--- config.mk ---
export PLATFORM = sky130hd
export DESIGN_NAME = sdram_burst_arbiter
export DESIGN_NICKNAME = d
export VERILOG_FILES = /design/src/rtl/sdram_burst_arbiter.sv
export SDC_FILE = /design/constraint.sdc
export NUM_CORES = 1
export LEC_CHECK = 0
export ABC_AREA = 1
export ABC_CLOCK_PERIOD_IN_PS = 4400
export BUFFER_PORTS_ARGS = -buffer_cell sky130_fd_sc_hd__buf_4
export CORE_MARGIN = 4
export CORE_UTILIZATION = 47
export CTS_BUF_LIST = sky130_fd_sc_hd__clkbuf_2
export DETAILED_ROUTE_END_ITERATION = 10
export GPL_ROUTABILITY_DRIVEN = 0
export GPL_TIMING_DRIVEN = 0
export PLACE_DENSITY = 0.84
export SETUP_SLACK_MARGIN = 0.15
export SLEW_MARGIN = 20
export SYNTH_ARGS = -nofsm -noshare
export SYNTH_HDL_FRONTEND = slang
export SYNTH_SLANG_ARGS = --single-unit
--- constraint.sdc ---
create_clock -name clk -period 4.4 [get_ports clk]
set_input_delay 0.44 -clock clk [delete_from_list [all_inputs] [get_ports clk]]
set_output_delay 0.44 -clock clk [all_outputs]
set_load 0.02 [all_outputs]
--- src/rtl/sdram_burst_arbiter.sv ---
// Purpose: shares one memory-controller command port between a write-burst source and a read-burst sink, round-robin per burst.
// Latency: grant/cmd_en one cycle after req is sampled; read beats forwarded one cycle after mem_rd_data_valid.
// Backpressure: none on data; requesters hold req until their grant pulse, then the burst runs to completion or read timeout.
module sdram_burst_arbiter #(
    parameter int ADDR_WIDTH     = 21,
    parameter int DATA_WIDTH     = 32,
    parameter int BURST          = 32,
    parameter int RECOVER_CYCLES = 4,   // must be >= 1
    parameter int RD_TIMEOUT     = 256
) (
    input  logic                  clk,
    input  logic                  reset_n,
    input  logic                  init_done,
    output logic                  mem_cmd,
    output logic                  mem_cmd_en,
    output logic [ADDR_WIDTH-1:0] mem_addr,
    output logic [DATA_WIDTH-1:0] mem_wr_data,
    input  logic [DATA_WIDTH-1:0] mem_rd_data,
    input  logic                  mem_rd_data_valid,
    input  logic                  wr_req,
    input  logic [ADDR_WIDTH-1:0] wr_addr,
    output logic                  wr_gnt,
    input  logic [DATA_WIDTH-1:0] wr_data,
    output logic                  wr_data_rd,
    input  logic                  rd_req,
    input  logic [ADDR_WIDTH-1:0] rd_addr,
    output logic                  rd_gnt,
    output logic [DATA_WIDTH-1:0] rd_data_o,
    output logic                  rd_valid_o,
    output logic                  busy,
    output logic                  error
);

    localparam int BEAT_W = $clog2(BURST + 1);
    localparam int TO_W   = $clog2(RD_TIMEOUT + 1);
    localparam int REC_W  = $clog2(RECOVER_CYCLES + 1);

    localparam logic [BEAT_W-1:0] BEAT_LAST = BEAT_W'(BURST - 1);
    localparam logic [TO_W-1:0]   TO_LAST   = TO_W'(RD_TIMEOUT - 1);
    localparam logic [REC_W-1:0]  REC_LAST  = REC_W'(RECOVER_CYCLES - 1);

    typedef enum logic [1:0] {IDLE, WR_BURST, RD_WAIT, RECOVER} state_t;

    state_t                state_q;
    logic                  last_wr_q;      // 1: write was served last, 0: read
    logic [BEAT_W-1:0]     beat_q;
    logic [TO_W-1:0]       to_q;
    logic [REC_W-1:0]      rec_q;
    logic                  cmd_q;
    logic                  cmd_en_q;
    logic [ADDR_WIDTH-1:0] addr_q;
    logic                  wr_gnt_q;
    logic                  rd_gnt_q;
    logic                  wr_rd_q;
    logic [DATA_WIDTH-1:0] rd_data_q;
    logic                  rd_valid_q;
    logic                  busy_q;
    logic                  error_q;

    logic grant_wr_d;
    logic grant_rd_d;

    // Round-robin pick: a lone request wins; on a tie the side not served last wins.
    assign grant_wr_d = init_done && wr_req && (!rd_req || !last_wr_q);
    assign grant_rd_d = init_done && rd_req && !grant_wr_d;

    // Burst sequencer: grant, stream beats, enforce recovery gap, track protocol errors.
    always_ff @(posedge clk or negedge reset_n) begin
        if (!reset_n) begin
            state_q    <= IDLE;
            last_wr_q  <= 1'b0;
            beat_q     <= '0;
            to_q       <= '0;
            rec_q      <= '0;
            cmd_q      <= 1'b0;
            cmd_en_q   <= 1'b0;
            addr_q     <= '0;
            wr_gnt_q   <= 1'b0;
            rd_gnt_q   <= 1'b0;
            wr_rd_q    <= 1'b0;
            rd_data_q  <= '0;
            rd_valid_q <= 1'b0;
            busy_q     <= 1'b0;
            error_q    <= 1'b0;
        end else begin
            cmd_en_q   <= 1'b0;
            wr_gnt_q   <= 1'b0;
            rd_gnt_q   <= 1'b0;
            rd_valid_q <= 1'b0;
            // Read beats are only expected while a read is outstanding.
            if (mem_rd_data_valid && state_q != RD_WAIT) begin
                error_q <= 1'b1;
            end
            case (state_q)
                IDLE: begin
                    if (grant_wr_d) begin
                        wr_gnt_q  <= 1'b1;
                        cmd_en_q  <= 1'b1;
                        cmd_q     <= 1'b1;
                        addr_q    <= wr_addr;
                        wr_rd_q   <= 1'b1;
                        beat_q    <= '0;
                        last_wr_q <= 1'b1;
                        busy_q    <= 1'b1;
                        state_q   <= WR_BURST;
                    end else if (grant_rd_d) begin
                        rd_gnt_q  <= 1'b1;
                        cmd_en_q  <= 1'b1;
                        cmd_q     <= 1'b0;
                        addr_q    <= rd_addr;
                        beat_q    <= '0;
                        to_q      <= '0;
                        last_wr_q <= 1'b0;
                        busy_q    <= 1'b1;
                        state_q   <= RD_WAIT;
                    end
                end
                WR_BURST: begin
                    if (beat_q == BEAT_LAST) begin
                        wr_rd_q <= 1'b0;
                        rec_q   <= '0;
                        state_q <= RECOVER;
                    end else begin
                        beat_q <= beat_q + 1'b1;
                    end
                end
                RD_WAIT: begin
                    to_q <= to_q + 1'b1;
                    if (mem_rd_data_valid) begin
                        rd_data_q  <= mem_rd_data;
                        rd_valid_q <= 1'b1;
                        beat_q     <= beat_q + 1'b1;
                    end
                    // A beat landing on the final timeout cycle still completes the burst cleanly.
                    if (mem_rd_data_valid && beat_q == BEAT_LAST) begin
                        rec_q   <= '0;
                        state_q <= RECOVER;
                    end else if (to_q == TO_LAST) begin
                        error_q <= 1'b1;
                        rec_q   <= '0;
                        state_q <= RECOVER;
                    end
                end
                RECOVER: begin
                    if (rec_q == REC_LAST) begin
                        busy_q  <= 1'b0;
                        state_q <= IDLE;
                    end else begin
                        rec_q <= rec_q + 1'b1;
                    end
                end
                default: begin
                    busy_q  <= 1'b0;
                    state_q <= IDLE;
                end
            endcase
        end
    end

    assign mem_cmd     = cmd_q;
    assign mem_cmd_en  = cmd_en_q;
    assign mem_addr    = addr_q;
    // Writer source is first-word-fall-through, so its head word is valid in the same cycle as the advance strobe.
    assign mem_wr_data = wr_rd_q ? wr_data : '0;
    assign wr_gnt      = wr_gnt_q;
    assign wr_data_rd  = wr_rd_q;
    assign rd_gnt      = rd_gnt_q;
    assign rd_data_o   = rd_data_q;
    assign rd_valid_o  = rd_valid_q;
    assign busy        = busy_q;
    assign error       = error_q;

endmodule

### Word-level counts from Yosys, hierarchy flattened

Index checks and enable logic that the tools add are counted.

| storage, ports and cells | value |
|---|---|
| bits of input ports | 112 |
| output and inout port bits | 93 |
| register bits | 81 |

| cells by class | value |
|---|---|
| reductions and logical operators | 25 |
| equality and inequality tests | 17 |
| multiplexer cells | 45 |
| add/subtract/negate cells | 3 |

Operators with widths:

| kind | count |
|---|---|
| $mux 21 | 2 |
| $mux 32 | 1 |
| $mux 6 | 4 |
| $mux 1 | 20 |
| $mux 9 | 2 |
| $ne 2x2->1 const B | 9 |
| $pmux 6 s3 | 1 |
| $pmux 9 s2 | 1 |
| $mux 2 | 6 |
| $mux 3 | 4 |
| $reduce_and 4->1 | 3 |
| $add 9x1->9 const B | 1 |
| $eq 9x8->1 const B | 1 |
| $pmux 3 s3 | 1 |
| $reduce_and 3->1 | 3 |
| $pmux 2 s4 | 1 |
| $reduce_bool 2->1 | 4 |
| $add 6x1->6 const B | 1 |
| $eq 6x5->1 const B | 1 |
| $logic_and 1x1->1 | 6 |
| $ne 3x3->1 const B | 2 |
| $reduce_bool 3->1 | 2 |
| $eq 2x2->1 const B | 2 |
| $pmux 1 s2 | 2 |
| other kinds (7) | 10 |

### Depth between registers and ports, before layout

Gate-level depths: netlist (run 1).

| depth | value |
|---|---|
| word-level depth | 8 |
| depth in mapped cells | 12 |
| gate-level depth less buffers | 12 |

### Worst setup path after synthesis (run 1)

OpenSTA, ideal clock, no wires.

| timing | value |
|---|---|
| path type | flip-flop to flip-flop |
| from | register to_q[0] |
| to | register rec_q[0] |
| stages on the path, launching flop included | 13 |
| data arrival time | 1.646 ns |
| buffers on the path | 0 |
| clock period less this slack | 1.712 ns |
| data required time | 4.334 ns |
| path slack | 2.688 ns |
| cells stage by stage | dfrtp_1 ha_1 nand2_1 inv_1 nand4_1 nor2_1 ha_1 or2_2 nand2_1 nand2_2 nand2_1 nand2_1 nand2_1 |

| between the ends | value |
|---|---|
| cells in the longest elaborated chain, start to end | 3 |

Ends and longest elaborated chain:

| element | RTL line | source |
|---|---|---|
| start: declaration | 47 | `logic [TO_W-1:0] to_q;` |
| start signal: assignment | 128 | `to_q <= to_q + 1'b1;` |
| $eq 9x8->1 | 138 | `end else if (to_q == TO_LAST) begin` |
| $ne 3x3->1 (no line) | n/a |  |
| $reduce_and 4->1 (no line) | n/a |  |
| end signal: assignment | 149 | `rec_q <= rec_q + 1'b1;` |
| end: declaration | 48 | `logic [REC_W-1:0] rec_q;` |

Every way passes these cells.
A chain may end at the register's enable or synchronous reset.

### Worst setup path after layout (run 1)

| timing | value |
|---|---|
| from | register wr_rd_q (netlist: wr_data_rd) |
| to | output port mem_wr_data[2] |

| between the ends | value |
|---|---|
| cells in the longest elaborated chain, start to end | 1 |

Ends and longest elaborated chain:

| element | RTL line | source |
|---|---|---|
| start: declaration | 54 | `logic wr_rd_q;` |
| start signal: assignment | 80 | `wr_rd_q <= 1'b0;` |
| start signal: assignment | 101 | `wr_rd_q <= 1'b1;` |
| start signal: assignment | 120 | `wr_rd_q <= 1'b0;` |
| $mux 32 | 164 | `assign mem_wr_data = wr_rd_q ? wr_data : '0;` |
| end: declaration | 17 | `output logic [DATA_WIDTH-1:0] mem_wr_data,` |

Every way passes these cells.

==> qor.yml, run 1 <==
placement:
  place_hpwl_microns: 9190
  dp.cells: 818
  port-buffer-count: 204
job:
  cap_violations: 0
route:
  dr_total_vias: 4090
  met3_length_microns: 1080
  antenna_left: 0
  dr.pass1.iters: 4
  remaining_drc_errors: 0
  via_per_inst: 4.90
  wl_met2_microns: 5600
  routed_wl_microns: 11500
  wl_per_cell_microns: 13.8
  top_layer: "met4"
  drtIter0Drc: 193
  drt-met1-wl_microns: 4640
sta:
  hold_violations: 0
  slew_headroom: 0.518
  skew_ns: 0.0168
  setup_viol: 0
  drv_slew: 0
  tightest_slew_ns: 0.723
  max_freq_mhz: 427
  fin_setup_tns_ns: 0
  holdWs_ns: 0.0852
  rsz0062_at_grt: "false"
  finalCriticalPeriod_ns: 2.34
  post-route-period-util: 0.532
global_route:
  grt_pass1_vias: 4080
  grt_use_total: 0.228
  grt_first_pass_wirelength_microns: 18500
  grt_overflow: 0
  antenna_found_initial: 0
  grt_max_degree: 82
clocking:
  cts_setup_buffers: 0
  clock_latency_ns: 0.52
  cts_max_path_buffers: 2
  cts_sinks: 81
  cts_hold_buf: 0
  cts-htree-levels: 3
  clkTransAtPathRegs_ns: 0.25
  cts-buffers-inserted: 9
  cts-root-buf: "clkbuf_2"
  cts_resized: 0
  cts_tree: "yes"
floorplanning:
  die_w_microns: 100
  start_util: 0.485
  die-area_sq_mm: 0.0101
  rows: 33
  die_h_microns: 100
  coreArea_sq_mm: 0.00826
  num_io_pins: 205
critical_path:
  path_class: "flop to output port"
  crit_path_end_kind: "output port"
  required_ns: 3.96
  critical_path_peak_fanout: 10
  reg2reg_depth: 12
  arrival_ns: 1.90
  crit_path_start_kind: "flop"
yosys:
  synth-async-reset-ratio: 1.00
  yosysMostFrequentCell: "nand2_1"
  synth-seq-cells: 81
  synth.area.top_cells: "dfrtp_1 (51%), nand2_1 (20%), inv_1 (5.3%)"
  yosys.area.top_type: "dfrtp_1"
  synth_edf_count: 0
  synth_cell_types: 29
  synthCells: 509
  synth_area_sq_mm: 0.00400
  synth-warning-count: 0
  syn_area_per_cell_sq_um: 7.87
  ys.flop_type: "dfrtp_1"
  ys_seq_area_frac: 0.506
  syn-num-nets: 632
  yosys-top-cells-count: "nand2_1 (214), dfrtp_1 (81), inv_1 (56)"
  synth_top_area_share: 0.506
power_and_ir_drop:
  p_leak_nw: 3.30
  power.total_mw: 3.30
  swShare: 0.450
  ir_drop_uv: 225
  p_seq_frac: 0.361
  pwr-share-clk: 0.108
  p_int_mw: 1.81
  power_density_mw_per_mm2: 571
  p_switching_mw: 1.49
  p_comb_frac: 0.531
final_layout:
  layout.cells.non_filler: 835
  final_layout_size_suffix_gt1_frac: 0.345
  areaGrowthSynthToFinish_pct: 44.3
  antennaDiodeCount: 0
  fin_nets: 848
run_status:
  status: "completed"
hold_path:
  hp-class: "input pin to flop"
  hold_path_depth: 3
==> sequential cells by signal (all words and copies together) (netlist names) <==
| name | flops |
|---|---|
| beat_q | 6 |
| busy | 1 |
| error | 1 |
| mem_addr | 21 |
| mem_cmd | 1 |
| mem_cmd_en | 1 |
| rd_data_o | 32 |
| rd_gnt | 1 |
| rd_valid_o | 1 |
| rec_q | 3 |
| state_q | 2 |
| to_q | 9 |
| wr_data_rd | 1 |
| wr_gnt | 1 |
==> layout by cell type, fill, tap and decap left out, types with 3 or more instances in the layout <==
cell type  instances
a21oi_1            5
a31oi_1           21
buf_2              8
buf_4            206
buf_6              4
clkbuf_1           7
clkbuf_2           9
dfrtp_1           81
ha_1              11
inv_1             56
inv_6              3
nand2_1          214
nand2_2            4
nand3_1           22
nand4_1            3
nor2_1            33
o21ai_0           12
o21ai_1            3
or2_2              3
==> area by class of cell <==
class / count / area, sq um
flip-flops and latches: 81 / 2030
inverters: 57 / 214
clock buffers: 9 / 45.0
well taps: 105 / 131
fillers: 659 / 2480
plain buffers: 21 / 123
multi-input cells: 350 / 1640
clock inverters: 7 / 52.6
repair buffers: 205 / 1550
==> power groups by stage <==
stage	sequential [mW]	combinational, mW	clock, mW
after global placement	1.19	1.71	0
after global routing	1.23	1.91	0.399
after detailed placement	1.21	1.77	0
after CTS	1.19	1.77	0.365
final	1.19	1.75	0.356
after floorplan	1.50	0.709	0
==> critical path, stage by stage (launching register included) <==
cell and delay, ns:
dfrtp_1 0.41, clkbuf_1 0.24, clkbuf_1 0.37, nand2_1 0.15, inv_1 0.09, buf_4 0.14
==> metrics by stage <==
stage                     cell area, sq um  setup WS [ns]  utilization
after global routing                  5780           1.88        0.700
after detailed placement              5670           2.52        0.686
after global placement                5670           2.57        0.686
after floorplan                       4000           2.69            -
after CTS                             5760           1.95        0.698
final                                 5780           2.06        0.700
==> cell families (layout without fill, tap and decap cells) <==
family | count (synthesis) | after routing | synth area share
buffers and inverters | 78 | 299 | 0.0841
and+or+nand+nor | 287 | 287 | 0.292
AOI/OAI and AO/OA | 51 | 51 | 0.0809
DFF | 81 | 81 | 0.506
adders and majority gates | 11 | 11 | 0.0344
xor gates and xnor gates | 1 | 1 | 0.00219
==> metal layers <==
layer,track usage,vias up
met5,0,-
met4,0.0653,0
met3,0.0549,16
met2,0.392,178
met1,0.285,1885
li1,-,2011
==> worst paths after layout <==
kind	from	endpoint	slack (ns)
max	wr_data_rd	mem_wr_data[2]	2.06
min	mem_rd_data[7]	rd_data_o[7]	0.09
max reg2reg	to_q[0]	rec_q[1]	2.45
min reg2reg	error	error	0.51
max in group asynchronous	reset_n	rd_data_o[16]	3.43
min in group asynchronous	reset_n	mem_addr[2]	0.47
Power figures use the tool's default switching activity.
==> inputs of run 2 (changes only) <==
--- a/config.mk
+++ b/config.mk
@@ -6,7 +6,7 @@
 export NUM_CORES = 1
 export LEC_CHECK = 0
 export ABC_AREA = 1
-export ABC_CLOCK_PERIOD_IN_PS = 4400
+export ABC_CLOCK_PERIOD_IN_PS = 2300
 export BUFFER_PORTS_ARGS = -buffer_cell sky130_fd_sc_hd__buf_4
 export CORE_MARGIN = 4
 export CORE_UTILIZATION = 47
==> constraint.sdc (replaced) <==
create_clock -name clk -period 2.3 [get_ports clk]
set_input_delay 0.23 -clock clk [delete_from_list [all_inputs] [get_ports clk]]
set_output_delay 0.23 -clock clk [all_outputs]
set_load 0.02 [all_outputs]
==> run 2 against run 1 <==
Compared with the run above:
- worst hold slack lost 0.039 ns
- first-iteration DRC count grew 76%
- sequential share of layout area shrank 4.1 points
- routed wire length grew 38%
- non-clock buffer count grew 75
- sequential power grew 97%
- core utilization grew 9.2 points
- clock power grew 95%
- clock skew is essentially flat
- critical endpoint unchanged
==> qor.yml, run 2 (synthesis gave the netlist of run 1 again) <==
route:
  wl_per_cell_microns: 17.5
  antenna_left: 0
  dr.pass1.iters: 9
  routed_wl_microns: 15900
  via_per_inst: 5.29
  remaining_drc_errors: 0
  drtIter0Drc: 339
  dr_total_vias: 4823
critical_path:
  required_ns: 2.07
  arrival_ns: 1.76
  reg2reg_from: "state_q[0]"
  reg2reg_slack_ns: 0.35
  path_class: "flop to output port"
  crit_path_start_kind: "flop"
  crit_path_end_kind: "output port"
  critical_path_peak_fanout: 10
  reg2reg_depth: 7
  r2r_end: "rd_data_o[25]"
sta:
  drv_slew: 0
  rsz0062_at_grt: "false"
  slew_headroom: 0.516
  max_freq_mhz: 503
  skew_ns: 0.0165
  hold_violations: 0
  layout_setup_ws_ns: 0.310
  tightest_slew_ns: 0.726
  fin_setup_tns_ns: 0
  post-route-period-util: 0.865
  finalCriticalPeriod_ns: 1.99
  setup_viol: 0
placement:
  place_area_sq_mm: 0.00567
  dp_worst_setup_slack_ns: 0.416
  port-buffer-count: 204
  place_hpwl_microns: 9190
hold_path:
  hp-class: "input pin to flop"
  holdPathEnd: "mem_addr[14]"
  hold_path_depth: 4
  min_from: "rd_req"
power_and_ir_drop:
  p_leak_nw: 3.62
  pwr-share-clk: 0.103
  p_comb_frac: 0.546
  ir_drop_uv: 443
  p_seq_frac: 0.350
  p_int_mw: 3.56
  power_density_mw_per_mm2: 1030
  p_switching_mw: 3.16
  swShare: 0.470
  power.total_mw: 6.72
global_route:
  antenna_found_initial: 1
  grt_first_pass_wirelength_microns: 24400
  grt_max_degree: 82
  grt_pass1_vias: 4969
  grt_overflow: 0
  grt_use_total: 0.308
clocking:
  cts-root-buf: "clkbuf_2"
  clock_latency_ns: 0.52
  cts_max_path_buffers: 2
  cts_sinks: 81
  cts_tree: "yes"
  clkTransAtPathRegs_ns: 0.23
  cts-htree-levels: 3
  cts-buffers-inserted: 9
floorplanning:
  rows: 33
  start_util: 0.485
  coreArea_sq_mm: 0.00826
  num_io_pins: 205
  die_h_microns: 100
  die-area_sq_mm: 0.0101
  die_w_microns: 100
final_layout:
  mostFrequentLayoutCell: "nand2_1"
  final_area_sq_mm: 0.00654
  final_cell_mix: "nand2_1 (214), buf_4 (206), dfrtp_1 (81)"
  fin_nets: 923
  final_layout_size_suffix_gt1_frac: 0.317
  areaGrowthSynthToFinish_pct: 63.3
  largest_register_ffs: 32
run_status:
  status: "completed"
job:
  cap_violations: 0
## run 2: cell count changes in the layout (fill, tap and decap cells not counted)
cell / previous run / this run
clkbuf_1: 7 / 4
clkbuf_2: 9 / 12
diode_2: 0 / 2
dlygate4sd3_1: 1 / 76
## run 2: metrics by stage
| stage | instances | util | hold WS (ns) |
|---|---|---|---|
| 2_1_floorplan | 509 | - | -0.0656 |
| 3_3_place_gp | 818 | 0.686 | 0.424 |
| 3_5_place_dp | 818 | 0.686 | 0.430 |
| 4_1_cts | 910 | 0.790 | 0.0114 |
| 5_1_grt | 911 | 0.791 | 0.0357 |
| 6_report | 912 | 0.792 | 0.0458 |
## run 2: final cells by class
type	instances	area, sq um
Clock inverter	7	52.6
Fill cell	489	1720
Inverter	57	214
Buffer	21	126
Timing Repair Buffer	280	2300
Sequential cell	81	2030
Clock buffer	9	45.0
Tap cell	105	131
Multi-Input combinational cell	350	1640
Antenna cell	2	5.00
## run 2: worst max-delay path by stage
stage / from / to / slack (ns) / depth (start not counted)
finish: wr_data_rd / mem_wr_data[2] / 0.31 / 5
global route: wr_data_rd / mem_wr_data[9] / 0.17 / 5
CTS: wr_data_rd / mem_wr_data[19] / 0.17 / 5
detailed placement: to_q[0] / rec_q[1] / 0.42 / 12
global placement: to_q[0] / rec_q[1] / 0.47 / 12
floorplan: to_q[0] / rec_q[0] / 0.59 / 12
## run 2: power groups by stage
stage                     registers (mW)  logic, mW  clock network (mW)
after floorplan                     2.86       1.36                   0
after global placement              2.28       3.28                   0
after detailed placement            2.31       3.38                   0
after CTS                           2.28       3.49               0.699
after global routing                2.40       3.93               0.759
final                               2.35       3.67               0.694
## run 2: layer usage
layer	vias to the layer above	wire length [microns]	share of wire	track usage
li1	2168	-	-	-
met1	2235	5670	0.36	0.340
met2	352	7840	0.49	0.538
met3	68	1640	0.10	0.0876
met4	0	780	0.049	0.158
met5	-	0	0	0
## run 2: critical path: stages (launching register included)
cell	delay, ns
dfrtp_1	0.41
clkbuf_1	0.25
clkbuf_2	0.28
nand2_1	0.11
inv_1	0.07
buf_4	0.13
## run 2: repair_timing
item                                   CTS  global route
hold buffers                            76             0
setup endpoints to repair                8            20
setup buffers                            0             0
resized for setup                        1             4
endpoints found under the hold margin  135             0
